<file path="src/rtl/s2mm_burst_scheduler_if.sv">
// AXI4 write-channel bundle between the S2MM burst scheduler and memory.
//   master : the scheduler (drives AW/W, receives B)
//   slave  : the memory / interconnect side
interface s2mm_burst_scheduler_if #(
  parameter int MM_ADDR_WIDTH = 32,
  parameter int DATA_WIDTH    = 32
);
  logic [MM_ADDR_WIDTH-1:0] M_AXI_awaddr;
  logic [7:0]               M_AXI_awlen;
  logic [2:0]               M_AXI_awsize;
  logic [1:0]               M_AXI_awburst;
  logic                     M_AXI_awvalid;
  logic                     M_AXI_awready;
  logic [DATA_WIDTH-1:0]    M_AXI_wdata;
  logic [DATA_WIDTH/8-1:0]  M_AXI_wstrb;
  logic                     M_AXI_wlast;
  logic                     M_AXI_wvalid;
  logic                     M_AXI_wready;
  logic [1:0]               M_AXI_bresp;
  logic                     M_AXI_bvalid;
  logic                     M_AXI_bready;

  modport master (
    output M_AXI_awaddr, M_AXI_awlen, M_AXI_awsize, M_AXI_awburst, M_AXI_awvalid,
    output M_AXI_wdata, M_AXI_wstrb, M_AXI_wlast, M_AXI_wvalid,
    output M_AXI_bready,
    input  M_AXI_awready, M_AXI_wready, M_AXI_bresp, M_AXI_bvalid
  );

  modport slave (
    input  M_AXI_awaddr, M_AXI_awlen, M_AXI_awsize, M_AXI_awburst, M_AXI_awvalid,
    input  M_AXI_wdata, M_AXI_wstrb, M_AXI_wlast, M_AXI_wvalid,
    input  M_AXI_bready,
    output M_AXI_awready, M_AXI_wready, M_AXI_bresp, M_AXI_bvalid
  );
endinterface

</file>
<file path="src/rtl/s2mm_burst_scheduler.sv">
// S2MM burst scheduler: buffers an AXI-Stream sample flow in a FIFO and
// writes it to DDR as fixed-length INCR bursts at the sync manager's current
// write address. One burst in flight at a time.
// Ports:
//   aclk, aresetn       clock, async active-low reset
//   enable              run control; low drains the current burst, then flushes
//   S_AXIS_*            sample stream in (never stalled; tready == enable)
//   SM_write_buffer     next write byte address from the sync manager
//   SM_writing          one-cycle pulse per accepted W beat (registered)
//   m_axi               AXI4 write channels (master modport)
//   overflow_count      saturating count of samples dropped on a full FIFO
//   error               sticky non-OKAY write response flag
module s2mm_burst_scheduler #(
  parameter int MM_ADDR_WIDTH  = 32,
  parameter int DATA_WIDTH     = 32,
  parameter int BURST_LEN      = 16,
  parameter int FIFO_LOG_DEPTH = 5
) (
  input  logic                     aclk,
  input  logic                     aresetn,
  input  logic                     enable,
  input  logic [DATA_WIDTH-1:0]    S_AXIS_tdata,
  input  logic                     S_AXIS_tvalid,
  output logic                     S_AXIS_tready,
  input  logic [MM_ADDR_WIDTH-1:0] SM_write_buffer,
  output logic                     SM_writing,
  s2mm_burst_scheduler_if.master   m_axi,
  output logic [31:0]              overflow_count,
  output logic                     error
);

  localparam int DEPTH  = 1 << FIFO_LOG_DEPTH;
  localparam int BEAT_W = $clog2(BURST_LEN);
  localparam logic [FIFO_LOG_DEPTH:0] BL_C      = (FIFO_LOG_DEPTH+1)'(BURST_LEN);
  localparam logic [BEAT_W-1:0]       LAST_BEAT = BEAT_W'(BURST_LEN-1);

  localparam logic [1:0] S_IDLE = 2'd0;
  localparam logic [1:0] S_ADDR = 2'd1;
  localparam logic [1:0] S_DATA = 2'd2;
  localparam logic [1:0] S_RESP = 2'd3;

  logic [1:0]                r_state;
  logic [DATA_WIDTH-1:0]     r_mem [DEPTH];
  logic [FIFO_LOG_DEPTH-1:0] r_wr_ptr, r_rd_ptr;
  logic [FIFO_LOG_DEPTH:0]   r_count;
  logic [MM_ADDR_WIDTH-1:0]  r_awaddr;
  logic                      r_awvalid, r_wvalid, r_bready, r_sm_writing, r_error;
  logic [BEAT_W-1:0]         r_beat;
  logic [31:0]               r_ovf;

  logic w_push_req, w_pop, w_full, w_push, w_drop, w_flush;

  assign w_push_req = S_AXIS_tvalid & enable;
  assign w_pop      = r_wvalid & m_axi.M_AXI_wready;
  // count can never exceed DEPTH, so its MSB alone flags full
  assign w_full     = r_count[FIFO_LOG_DEPTH];
  // a pop in the same cycle frees the slot the push needs
  assign w_push     = w_push_req & (~w_full | w_pop);
  assign w_drop     = w_push_req & w_full & ~w_pop;
  assign w_flush    = (r_state == S_IDLE) & ~enable;

  // Sample storage carries no reset; validity is tracked by count/pointers.
  always_ff @(posedge aclk) begin
    if (w_push) r_mem[r_wr_ptr] <= S_AXIS_tdata;
  end

  always_ff @(posedge aclk or negedge aresetn) begin
    if (!aresetn) begin
      r_wr_ptr <= '0;
      r_rd_ptr <= '0;
      r_count  <= '0;
    end else if (w_flush) begin
      r_wr_ptr <= '0;
      r_rd_ptr <= '0;
      r_count  <= '0;
    end else begin
      if (w_push) r_wr_ptr <= r_wr_ptr + 1'b1;
      if (w_pop)  r_rd_ptr <= r_rd_ptr + 1'b1;
      case ({w_push, w_pop})
        2'b10:   r_count <= r_count + 1'b1;
        2'b01:   r_count <= r_count - 1'b1;
        default: r_count <= r_count;
      endcase
    end
  end

  always_ff @(posedge aclk or negedge aresetn) begin
    if (!aresetn) begin
      r_ovf <= '0;
    end else if (w_drop && (r_ovf != 32'hFFFF_FFFF)) begin
      r_ovf <= r_ovf + 32'd1;
    end
  end

  always_ff @(posedge aclk or negedge aresetn) begin
    if (!aresetn) begin
      r_state   <= S_IDLE;
      r_awaddr  <= '0;
      r_awvalid <= 1'b0;
      r_wvalid  <= 1'b0;
      r_bready  <= 1'b0;
      r_beat    <= '0;
      r_error   <= 1'b0;
    end else begin
      case (r_state)
        S_IDLE: begin
          if (enable && (r_count >= BL_C)) begin
            // address sampled once; the manager only moves it on SM_writing
            r_awaddr  <= SM_write_buffer;
            r_awvalid <= 1'b1;
            r_state   <= S_ADDR;
          end else if (!enable) begin
            r_error <= 1'b0;
          end
        end
        S_ADDR: begin
          if (m_axi.M_AXI_awready) begin
            r_awvalid <= 1'b0;
            r_wvalid  <= 1'b1;
            r_state   <= S_DATA;
          end
        end
        S_DATA: begin
          if (w_pop) begin
            if (r_beat == LAST_BEAT) begin
              r_beat   <= '0;
              r_wvalid <= 1'b0;
              r_bready <= 1'b1;
              r_state  <= S_RESP;
            end else begin
              r_beat <= r_beat + 1'b1;
            end
          end
        end
        S_RESP: begin
          if (m_axi.M_AXI_bvalid) begin
            if (m_axi.M_AXI_bresp != 2'b00) r_error <= 1'b1;
            r_bready <= 1'b0;
            r_state  <= S_IDLE;
          end
        end
        default: r_state <= S_IDLE;
      endcase
    end
  end

  always_ff @(posedge aclk or negedge aresetn) begin
    if (!aresetn) r_sm_writing <= 1'b0;
    else          r_sm_writing <= w_pop;
  end

  assign S_AXIS_tready         = enable;
  assign SM_writing            = r_sm_writing;
  assign overflow_count        = r_ovf;
  assign error                 = r_error;

  assign m_axi.M_AXI_awaddr    = r_awaddr;
  assign m_axi.M_AXI_awlen     = 8'(BURST_LEN-1);
  assign m_axi.M_AXI_awsize    = 3'($clog2(DATA_WIDTH/8));
  assign m_axi.M_AXI_awburst   = 2'b01;
  assign m_axi.M_AXI_awvalid   = r_awvalid;
  assign m_axi.M_AXI_wdata     = r_mem[r_rd_ptr];
  assign m_axi.M_AXI_wstrb     = '1;
  assign m_axi.M_AXI_wlast     = r_wvalid & (r_beat == LAST_BEAT);
  assign m_axi.M_AXI_wvalid    = r_wvalid;
  assign m_axi.M_AXI_bready    = r_bready;

endmodule

</file>
<file path="src/flat_wrapper.sv">
// flat-port wrapper written by rule: the top's interface ports become plain ports
module s2mm_burst_scheduler_flat 
#(
  parameter int MM_ADDR_WIDTH  = 32,
  parameter int DATA_WIDTH     = 32,
  parameter int BURST_LEN      = 16,
  parameter int FIFO_LOG_DEPTH = 5
)
  (aclk, aresetn, enable, S_AXIS_tdata, S_AXIS_tvalid, S_AXIS_tready, SM_write_buffer, SM_writing, overflow_count, error, m_axi_M_AXI_awaddr, m_axi_M_AXI_awlen, m_axi_M_AXI_awsize, m_axi_M_AXI_awburst, m_axi_M_AXI_awvalid, m_axi_M_AXI_wdata, m_axi_M_AXI_wstrb, m_axi_M_AXI_wlast, m_axi_M_AXI_wvalid, m_axi_M_AXI_bready, m_axi_M_AXI_awready, m_axi_M_AXI_wready, m_axi_M_AXI_bresp, m_axi_M_AXI_bvalid);
  s2mm_burst_scheduler_if #(.MM_ADDR_WIDTH(MM_ADDR_WIDTH), .DATA_WIDTH(DATA_WIDTH)) m_axi_i ();
  input  logic aclk;
  input  logic aresetn;
  input  logic enable;
  input  logic [DATA_WIDTH-1:0] S_AXIS_tdata;
  input  logic S_AXIS_tvalid;
  output logic S_AXIS_tready;
  input  logic [MM_ADDR_WIDTH-1:0] SM_write_buffer;
  output logic SM_writing;
  output logic [31:0] overflow_count;
  output logic error;
  output wire logic [$bits(m_axi_i.M_AXI_awaddr)-1:0] m_axi_M_AXI_awaddr;
  output wire logic [$bits(m_axi_i.M_AXI_awlen)-1:0] m_axi_M_AXI_awlen;
  output wire logic [$bits(m_axi_i.M_AXI_awsize)-1:0] m_axi_M_AXI_awsize;
  output wire logic [$bits(m_axi_i.M_AXI_awburst)-1:0] m_axi_M_AXI_awburst;
  output wire logic [$bits(m_axi_i.M_AXI_awvalid)-1:0] m_axi_M_AXI_awvalid;
  output wire logic [$bits(m_axi_i.M_AXI_wdata)-1:0] m_axi_M_AXI_wdata;
  output wire logic [$bits(m_axi_i.M_AXI_wstrb)-1:0] m_axi_M_AXI_wstrb;
  output wire logic [$bits(m_axi_i.M_AXI_wlast)-1:0] m_axi_M_AXI_wlast;
  output wire logic [$bits(m_axi_i.M_AXI_wvalid)-1:0] m_axi_M_AXI_wvalid;
  output wire logic [$bits(m_axi_i.M_AXI_bready)-1:0] m_axi_M_AXI_bready;
  input wire logic [$bits(m_axi_i.M_AXI_awready)-1:0] m_axi_M_AXI_awready;
  input wire logic [$bits(m_axi_i.M_AXI_wready)-1:0] m_axi_M_AXI_wready;
  input wire logic [$bits(m_axi_i.M_AXI_bresp)-1:0] m_axi_M_AXI_bresp;
  input wire logic [$bits(m_axi_i.M_AXI_bvalid)-1:0] m_axi_M_AXI_bvalid;
  assign m_axi_M_AXI_awaddr = m_axi_i.M_AXI_awaddr;
  assign m_axi_M_AXI_awlen = m_axi_i.M_AXI_awlen;
  assign m_axi_M_AXI_awsize = m_axi_i.M_AXI_awsize;
  assign m_axi_M_AXI_awburst = m_axi_i.M_AXI_awburst;
  assign m_axi_M_AXI_awvalid = m_axi_i.M_AXI_awvalid;
  assign m_axi_M_AXI_wdata = m_axi_i.M_AXI_wdata;
  assign m_axi_M_AXI_wstrb = m_axi_i.M_AXI_wstrb;
  assign m_axi_M_AXI_wlast = m_axi_i.M_AXI_wlast;
  assign m_axi_M_AXI_wvalid = m_axi_i.M_AXI_wvalid;
  assign m_axi_M_AXI_bready = m_axi_i.M_AXI_bready;
  assign m_axi_i.M_AXI_awready = m_axi_M_AXI_awready;
  assign m_axi_i.M_AXI_wready = m_axi_M_AXI_wready;
  assign m_axi_i.M_AXI_bresp = m_axi_M_AXI_bresp;
  assign m_axi_i.M_AXI_bvalid = m_axi_M_AXI_bvalid;
  s2mm_burst_scheduler #(.MM_ADDR_WIDTH(MM_ADDR_WIDTH), .DATA_WIDTH(DATA_WIDTH), .BURST_LEN(BURST_LEN), .FIFO_LOG_DEPTH(FIFO_LOG_DEPTH)) u_core (.aclk(aclk), .aresetn(aresetn), .enable(enable), .S_AXIS_tdata(S_AXIS_tdata), .S_AXIS_tvalid(S_AXIS_tvalid), .S_AXIS_tready(S_AXIS_tready), .SM_write_buffer(SM_write_buffer), .SM_writing(SM_writing), .m_axi(m_axi_i), .overflow_count(overflow_count), .error(error));
endmodule
</file>
<file path="config.mk">
export PLATFORM = sky130hd
export DESIGN_NAME = s2mm_burst_scheduler_flat
export DESIGN_NICKNAME = d
export VERILOG_FILES = /design/src/rtl/s2mm_burst_scheduler_if.sv /design/src/rtl/s2mm_burst_scheduler.sv /design/src/flat_wrapper.sv
export SDC_FILE = /design/constraint.sdc
export NUM_CORES = 1
export LEC_CHECK = 0
export ABC_AREA = 1
export ABC_CLOCK_PERIOD_IN_PS = 4300
export CAP_MARGIN = 0
export CORE_ASPECT_RATIO = 0.7
export CORE_UTILIZATION = 45
export DETAILED_ROUTE_END_ITERATION = 7
export HOLD_SLACK_MARGIN = 0.03
export PLACE_DENSITY_LB_ADDON = 0.1
export SLEW_MARGIN = 20
export SYNTH_ARGS = -nofsm -noshare
export SYNTH_HDL_FRONTEND = slang
export SYNTH_SLANG_ARGS = --single-unit
</file>
<file path="constraint.sdc">
create_clock -name aclk -period 4.3 [get_ports aclk]
set_clock_uncertainty 0.1 [all_clocks]
set_input_delay 0.86 -clock aclk [delete_from_list [all_inputs] [get_ports aclk]]
set_output_delay 0.86 -clock aclk [all_outputs]
set_load 0.01 [all_outputs]
</file>
Word-level counts from Yosys, hierarchy flattened
Memories as Yosys holds them, arrays and structs flattened. Cells that the tools add are included.

Latch bits: 0. Bits in writable memories: 1024. Output and inout port bits: 120. Memories kept: 1. Input bits: 73. Bits in registers: 91. Bits in read-only memories: 0. Logic and storage cells: 95.

Order comparisons: 1. Add/subtract/negate cells: 6. Shift operators: 0. $mul: 0. Div/mod/pow operators: 0. Bitwise gates (word level): 11. Eq/ne operators: 15. Reduce and logical (&&, ||, !) cells: 18. Multiplexer cells: 31.

Memories: u_core.r_mem (depth 32, width 32, rd ports 1, clocked after Yosys merged registers in 0, write ports 1, RTL line s2mm_burst_scheduler.sv:43) `logic [DATA_WIDTH-1:0] r_mem [DEPTH];`.

Operators with widths (count): $add 32x1->32 const B (1); $ne 32x32->1 const B (1); $mux 5 (4); $mux 1 (14); $reduce_bool 2->1 (7); $pmux 6 s2 (1); $add 5x1->5 const B (2); $mux 2 (5); $ne 2x2->1 const B (5); $reduce_and 5->1 (2); $pmux 1 s2 (4); $pmux 2 s4 (1); $reduce_and 4->1 (2); $and 1x1->1 (7); $add 6x1->6 const B (1); $eq 2x2->1 const B (3); $ge 6x5->1 const B (1); $mux 6 (1); $ne 2x1->1 const B (3); $sub 6x1->6 const B (1); $add 4x1->4 const B (1); $eq 2x1->1 const B (2); $eq 4x4->1 const B (1); $mux 4 (1); other kinds (7) (11).

Longest topological paths before layout
Gate-level depths: netlist (run 1).

Depth in word-level cells: 6. Depth in mapped cells: 13. Depth with buffers taken out: 13.

Worst setup path after synthesis (run 1)
No wires, ideal clock.

Kind: input to register. Start point: input m_axi_M_AXI_wready. End point: memory u_core.r_mem[31][0], enable pin. Stages on the path: 4. Setup time: 0.464 ns. Data arrival time: 3.704 ns. Buffers on the path: 0. Path slack: 0.032 ns. Data required time: 3.736 ns. Cells stage by stage: nand2_2 > a21oi_2 > nand3_1 > nor3_1.

Longest elaborated chain between the ends: 5.

RTL lines: start, declared (RTL line flat_wrapper.sv:32) `input wire logic [$bits(m_axi_i.M_AXI_wready)-1:0] m_axi_M_AXI_wready;`; $and 1x1->1 (RTL line s2mm_burst_scheduler.sv:54) `assign w_pop = r_wvalid & m_axi.M_AXI_wready;`; $or 1x1->1 (RTL line s2mm_burst_scheduler.sv:58) `assign w_push = w_push_req & (~w_full | w_pop);`; $and 1x1->1 (RTL line s2mm_burst_scheduler.sv:58); $mux 1 (RTL line s2mm_burst_scheduler.sv:64) `if (w_push) r_mem[r_wr_ptr] <= S_AXIS_tdata;`; $mux 1 (implied by the code) (RTL line s2mm_burst_scheduler.sv:64); end, declared (RTL line s2mm_burst_scheduler.sv:43).

Every way passes these cells.

Final worst setup path (run 1)
Start point: register u_core.r_rd_ptr[0]. End point: output m_axi_M_AXI_wdata[14].

Longest elaborated chain between the ends: 1.

RTL lines: start, declared (RTL line s2mm_burst_scheduler.sv:44) `logic [FIFO_LOG_DEPTH-1:0] r_wr_ptr, r_rd_ptr;`; start signal, assigned (RTL line s2mm_burst_scheduler.sv:78) `if (w_pop) r_rd_ptr <= r_rd_ptr + 1'b1;`; $mem_v2 32x32; end, declared (RTL line flat_wrapper.sv:26) `output wire logic [$bits(m_axi_i.M_AXI_wdata)-1:0] m_axi_M_AXI_wdata;`.

Every way passes these cells.

==> results of run 1 <==
per-layer routing:
layer  vias up  share of wire  global-route usage
met5         -       0.000095                   0
met4         2          0.025              0.0658
met3       175          0.065              0.0369
met2      1078           0.44               0.377
met1     15700           0.47               0.380
li1      15600              -                   -
power by group through the flow:
stage | Clock, uW | Combinational (uW) | Sequential [uW]
after floorplan | 0 | 6370 | 12700
after global placement | 0 | 10300 | 12800
after detailed placement | 0 | 10300 | 12800
after CTS | 9320 | 10600 | 12600
after global routing | 9740 | 12000 | 12600
final | 9170 | 10900 | 12600
path summary, 6_finish.rpt:
| path | slack (ps) | cells past startpoint | from | end |
|---|---|---|---|---|
| worst max-delay path | 90 | 11 | u_core.r_rd_ptr[0] | m_axi_M_AXI_wdata[14] |
| worst min-delay path | 90 | 1 | aresetn | u_core.overflow_count[10] |
| worst max register to register | 1610 | 5 | u_core.m_axi.M_AXI_wvalid | u_core.r_mem[15][31] |
| max in group asynchronous | 3080 | 2 | aresetn | u_core.m_axi.M_AXI_awaddr[31] |
| worst min register to register | 370 | 2 | u_core.m_axi.M_AXI_awaddr[17] | u_core.m_axi.M_AXI_awaddr[17] |
| min in group aclk | 370 | 2 | u_core.m_axi.M_AXI_awaddr[17] | u_core.m_axi.M_AXI_awaddr[17] |
cell usage in the layout, fill, tap and decap left out, drive strengths merged, types with 5 or more instances in the layout:
cell type,count
inv,563
nand2,1746
o21ai,15
o211ai,33
clkdlybuf4s50,154
nand4,5
clkinv,47
xnor2,11
nand3b,13
buf,142
ha,16
edfxtp,1024
a21oi,79
nand3,628
clkbuf,148
xor2,9
conb,17
nor3,7
dfrtp,91
nor2,163
cells by family after synthesis:
family / after synthesis / synth area share
compound gates: 134 / 0.0161
xor+xnor: 20 / 0.00365
fa+ha+maj: 16 / 0.00417
buf+inv: 803 / 0.0691
flops: 1115 / 0.687
other cells: 2 / 0.000156
simple gates: 2562 / 0.219
through the flow:
step                TNS, ps  hold WS, ps
floorplan                 0          355
global placement          0          353
detailed placement        0          359
CTS                   -8.53         89.9
global route          -32.1          117
finish                    0         89.0
layout make-up:
| type | count | area (um2) | area share |
|---|---|---|---|
| antenna | 4 | 10.0 | 0.000179 |
| clock buffer | 144 | 2960 | 0.0531 |
| clock inverter | 55 | 377 | 0.00675 |
| inverter | 562 | 2170 | 0.0389 |
| multi-input combinational | 2749 | 12000 | 0.215 |
| sequential | 1115 | 33000 | 0.592 |
| tap | 1414 | 1770 | 0.0317 |
| timing repair buffer | 303 | 3450 | 0.0618 |
| timing repair inverter | 1 | 11.3 | 0.000202 |
flip-flops by register name (all words and copies together) (netlist names):
register,flops
u_core.SM_writing,1
u_core.error,1
u_core.m_axi.M_AXI_awaddr,32
u_core.m_axi.M_AXI_awvalid,1
u_core.m_axi.M_AXI_bready,1
u_core.m_axi.M_AXI_wvalid,1
u_core.overflow_count,32
u_core.r_beat,4
u_core.r_count,6
u_core.r_mem,1024
u_core.r_rd_ptr,5
u_core.r_state,2
u_core.r_wr_ptr,5
timing repair:
item | in CTS | in global routing
cloned | 2 | 5
pin swaps | 1 | 0
setup buffers | 3 | 7
setup endpoints to repair | 31 | 27
gates resized for setup | 11 | 13
==> results.py, run 1 <==
metrics = {
    "power_and_ir_drop": {
        "swShare": 0.351,
        "p_total_uw": 32600,
        "p_leak_uw": 0.0229,
        "internal-power_uw": 21200,
        "peakVddDrop_mv": 0.392,
        "power_frac_clock": 0.281,
        "p_sw_uw": 11400,
        "seqPwrFrac": 0.386,
        "comb_power_share": 0.333,
        "power_density_nw_per_um2": 585,
    },
    "synthesis": {
        "syn_area_um2": 48000,
        "synth_edf_count": 1024,
        "yosysUniqueCellTypes": 39,
        "synth_area_leaders": "edfxtp_1 (64%), nand2_1 (14%), nand3_1 (6.5%), dfrtp_1 (4.7%), inv_1 (4.3%)",
        "synth_most_common_cell": "nand2_1",
        "synth_common_cells": "nand2_1 (1,741), edfxtp_1 (1,024), nand3_1 (628)",
        "ys.flop_type": "edfxtp_1",
        "syn_area_per_cell_um2": 10.3,
        "async_flop_share": 0.0816,
        "ys_ff_latch": 1115,
        "synth_top_cell_by_area": "edfxtp_1",
        "ys_warn_count": 0,
        "netlist_instances": 4652,
        "synth.top_cell.area_share": 0.640,
        "yosysSeqAreaShare": 0.687,
    },
    "timing": {
        "slew_viol_final": 0,
        "hold_violations": 0,
        "setup_violations": 0,
        "fmax_mhz": 238,
        "fin_crit_sh": 0.978,
        "finalWorstSetupSlack_ps": 93.6,
        "max_slew_margin": 0.268,
        "fin_crit_ps": 4210,
        "tightestPinTransition_ps": 1090,
    },
    "cells_and_area": {
        "fin_area_um2": 55800,
        "drive_gt1_frac": 0.0726,
        "fin_util": 0.531,
        "fin_cells": 6347,
        "num-fill-cells": 9398,
        "area_growth_pct": 16.1,
        "nNetsFinal": 4931,
    },
    "route": {
        "drc_errors": 0,
        "num_vias": 32600,
        "finalWirelength_um": 137000,
        "drt_iter0_drc": 3266,
        "via_per_inst": 5.13,
        "wl_per_cell_um": 21.6,
        "firstDrtPassIters": 6,
        "antenna_left": 0,
    },
    "worst_setup_path": {
        "slowest_delay_ps": 590,
        "end_kind": "output pin",
        "cp.arrival_ps": 3250,
        "crit_chain": "buf_4, bufbuf_16, nand2_1, nand3_1, nand3_1, nand2_1, nor2_1, nand2_1, nand2_1, inv_1, clkdlybuf4s50_1",
        "cp_data_required_time_ps": 3340,
        "critical_path.top_delay_family": "buffers and inverters",
        "cp_common_cell": "nand2_1",
        "crit_path_top_delay_cell": "dfrtp_4",
        "worstSetupPathType": "flip-flop to output pin",
        "cp-start-kind": "flip-flop",
        "crit_buf_inv": 4,
        "critPathMaxFanout": 51,
    },
    "global_routing": {
        "grt.total_usage": 0.251,
        "grt_pass1_vias": 30100,
        "grt_max_degree": 142,
        "grt_pass1_wl_um": 200000,
        "antenna_found_initial": 6,
        "grt_overflow": 0,
    },
    "placement": {
        "gpl.final_weighted_congestion": 0.811,
        "dpl_cell_area_um2": 52100,
        "hpwl_um": 72000,
        "place_ws_ps": 522,
        "placed_cells": 6128,
        "io_buffers": 175,
    },
    "job": {
        "max_cap_viol_count": 0,
    },
    "cts": {
        "htreeDepth": 3,
        "cts.clk_slew.worst_paths_ps": 60,
        "cts_buffers": 110,
        "cts-root-buf": "clkbuf_16",
        "cts_tree": "yes",
        "insertion_delay_ps": 700,
        "holdBufCountCts": 0,
        "clk_path_buf_depth": 3,
        "cts.sinks": 1115,
    },
    "die": {
        "die_area_um2": 108000,
        "initial_core_util": 0.457,
        "die_w_um": 393,
        "io_pins": 193,
        "fp.dieH_um": 275,
        "placementRows": 99,
        "coreArea_um2": 105000,
    },
    "run_status": {
        "status": "complete, no violations",
    },
    "hold_path": {
        "min-delay-path-class": "input port to asynchronous set/reset pin",
    },
}
Power figures use the tool's default switching activity.
==> inputs of run 2 (changes only) <==
--- a/config.mk
+++ b/config.mk
@@ -6,7 +6,7 @@
 export NUM_CORES = 1
 export LEC_CHECK = 0
 export ABC_AREA = 1
-export ABC_CLOCK_PERIOD_IN_PS = 4300
+export ABC_CLOCK_PERIOD_IN_PS = 3900
 export CAP_MARGIN = 0
 export CORE_ASPECT_RATIO = 0.7
 export CORE_UTILIZATION = 45
==> constraint.sdc (replaced) <==
create_clock -name aclk -period 3.9 [get_ports aclk]
set_clock_uncertainty 0.1 [all_clocks]
set_input_delay 0.78 -clock aclk [delete_from_list [all_inputs] [get_ports aclk]]
set_output_delay 0.78 -clock aclk [all_outputs]
set_load 0.01 [all_outputs]
==> results.py, run 2 (synthesis results as in run 1) <==
metrics = {
    "timing": {
        "tightestPinTransition_ps": 1080,
        "hold_violations": 0,
        "slew_viol_final": 0,
        "finalWorstSetupSlack_ps": -51.4,
        "max_slew_margin": 0.276,
        "setup_violations": 1,
        "fin_crit_sh": 1.01,
        "fmax_mhz": 253,
        "rsz0062_at_grt": "true",
        "fin_crit_ps": 3950,
        "hold_slack_ps": 367,
    },
    "worst_setup_path": {
        "regToRegEndpoint": "u_core.r_mem[23][27]",
        "end_kind": "output pin",
        "worstSetupPathType": "flip-flop to output pin",
        "cp_data_required_time_ps": 3020,
        "cp.arrival_ps": 3070,
        "critPathMaxFanout": 13,
        "cp-start-kind": "flip-flop",
        "reg2reg_from": "u_core.m_axi.M_AXI_wvalid",
        "reg2reg_slack_ps": 1360,
        "reg2reg_depth": 5,
    },
    "route": {
        "wl_per_cell_um": 22.1,
        "num_vias": 33300,
        "via_per_inst": 5.18,
        "antenna_left": 0,
        "drc_errors": 0,
        "finalWirelength_um": 142000,
        "drt_iter0_drc": 3281,
        "firstDrtPassIters": 7,
    },
    "job": {
        "max_cap_viol_count": 0,
    },
    "global_routing": {
        "grt_overflow": 0,
        "grt.total_usage": 0.262,
        "grt_pass1_vias": 31100,
        "grt_pass1_wl_um": 207000,
        "antenna_found_initial": 5,
        "grt_max_degree": 74,
    },
    "die": {
        "placementRows": 99,
        "fp.dieH_um": 275,
        "initial_core_util": 0.457,
        "die_w_um": 393,
        "io_pins": 193,
        "coreArea_um2": 105000,
        "die_area_um2": 108000,
    },
    "cells_and_area": {
        "nNetsFinal": 5006,
        "area_growth_pct": 18.4,
        "regMostFlops": "u_core.r_mem",
        "layout_commonest_cell": "nand2_1",
        "largest_reg_flops": 1024,
        "fin_cells": 6428,
        "drive_gt1_frac": 0.0944,
        "most-common-layout-cells": "nand2_1 (1,724), edfxtp_1 (1,024), nand3_1 (622)",
    },
    "placement": {
        "place_ws_ps": 355,
        "placed_cells": 6180,
        "io_buffers": 175,
        "hpwl_um": 78200,
        "gpl.final_weighted_congestion": 0.831,
    },
    "cts": {
        "cts_tree": "yes",
        "cts-root-buf": "clkbuf_16",
        "clk_path_buf_depth": 3,
        "cts.sinks": 1115,
        "insertion_delay_ps": 710,
        "htreeDepth": 3,
        "cts_buffers": 110,
        "cts.clk_slew.worst_paths_ps": 60,
    },
    "hold_path": {
        "whs_endpoint": "u_core.m_axi.M_AXI_awaddr[9]",
        "min-delay-path-class": "flip-flop to flip-flop",
        "min_path_cells": 2,
        "min_from": "u_core.m_axi.M_AXI_awaddr[9]",
    },
    "run_status": {
        "violations": "setup timing",
        "status": "finished with violations",
    },
    "power_and_ir_drop": {
        "peakVddDrop_mv": 0.403,
        "power_density_nw_per_um2": 655,
        "p_leak_uw": 0.0235,
    },
}
run 2: where the power goes:
part / switching, uW / internal (uW)
clock: 4600 / 5690
combinational: 8340 / 4760
sequential: 332 / 13500
run 2: critical path, stage by stage, from the launching register on:
cell and delay, ps:
dfrtp_4 480, nor2_2 70, inv_2 380, buf_4 380, a21oi_1 70, nor2_1 190, nand2_1 90, nand2_1 130
inv_1 90, clkdlybuf4s50_1 490
run 2: worst max-delay path by stage:
stage	startpoint	end	slack, ps	cells past startpoint
floorplan	m_axi_M_AXI_wready	u_core.r_mem[23][0]	-260	4
detailed placement	u_core.r_rd_ptr[0]	m_axi_M_AXI_wdata[9]	360	12
global placement	u_core.r_rd_ptr[0]	m_axi_M_AXI_wdata[9]	350	12
CTS	u_core.r_rd_ptr[0]	m_axi_M_AXI_wdata[29]	-150	11
global route	u_core.r_rd_ptr[3]	m_axi_M_AXI_wdata[18]	-150	10
finish	u_core.r_rd_ptr[2]	m_axi_M_AXI_wdata[18]	-50	9
run 2: cell type report:
class                   count  area, um2
well taps                1414       1770
flip-flops and latches   1115      33000
fillers                  9255      48200
diodes                      3       7.51
multi-input cells        2749      12200
repair buffers            375       4270
repair inverters            4       35.0
clock buffers             141       2930
clock inverters            65        473
inverters                 562       2160
run 2: per-stage QoR:
stage / power [uW] / area [um2] / utilization / setup TNS, ps
5_1_grt: 39100 / 56900 / 0.541 / -259
4_1_cts: 37000 / 56500 / 0.538 / -564
6_report: 37300 / 56900 / 0.541 / -51.4
3_5_place_dp: 25900 / 52500 / 0.500 / 0
2_1_floorplan: 21100 / 48100 / - / -16360
3_3_place_gp: 25900 / 52500 / 0.500 / 0
run 2: repair_timing:
item / 4_1_cts / 5_1_grt
gates cloned: 13 / 3
hold buffers: 1 / 0
setup buffers: 10 / 12
pin swaps: 3 / 14
hold endpoints to repair: 44 / 0
endpoints found under the setup margin: 32 / 10
resized for setup: 95 / 52
run 2: routing by layer:
metal / GRT usage / share of wire
met3: 0.0344 / 0.074
met2: 0.397 / 0.44
met5: 0 / 0
met4: 0.0609 / 0.021
met1: 0.400 / 0.47
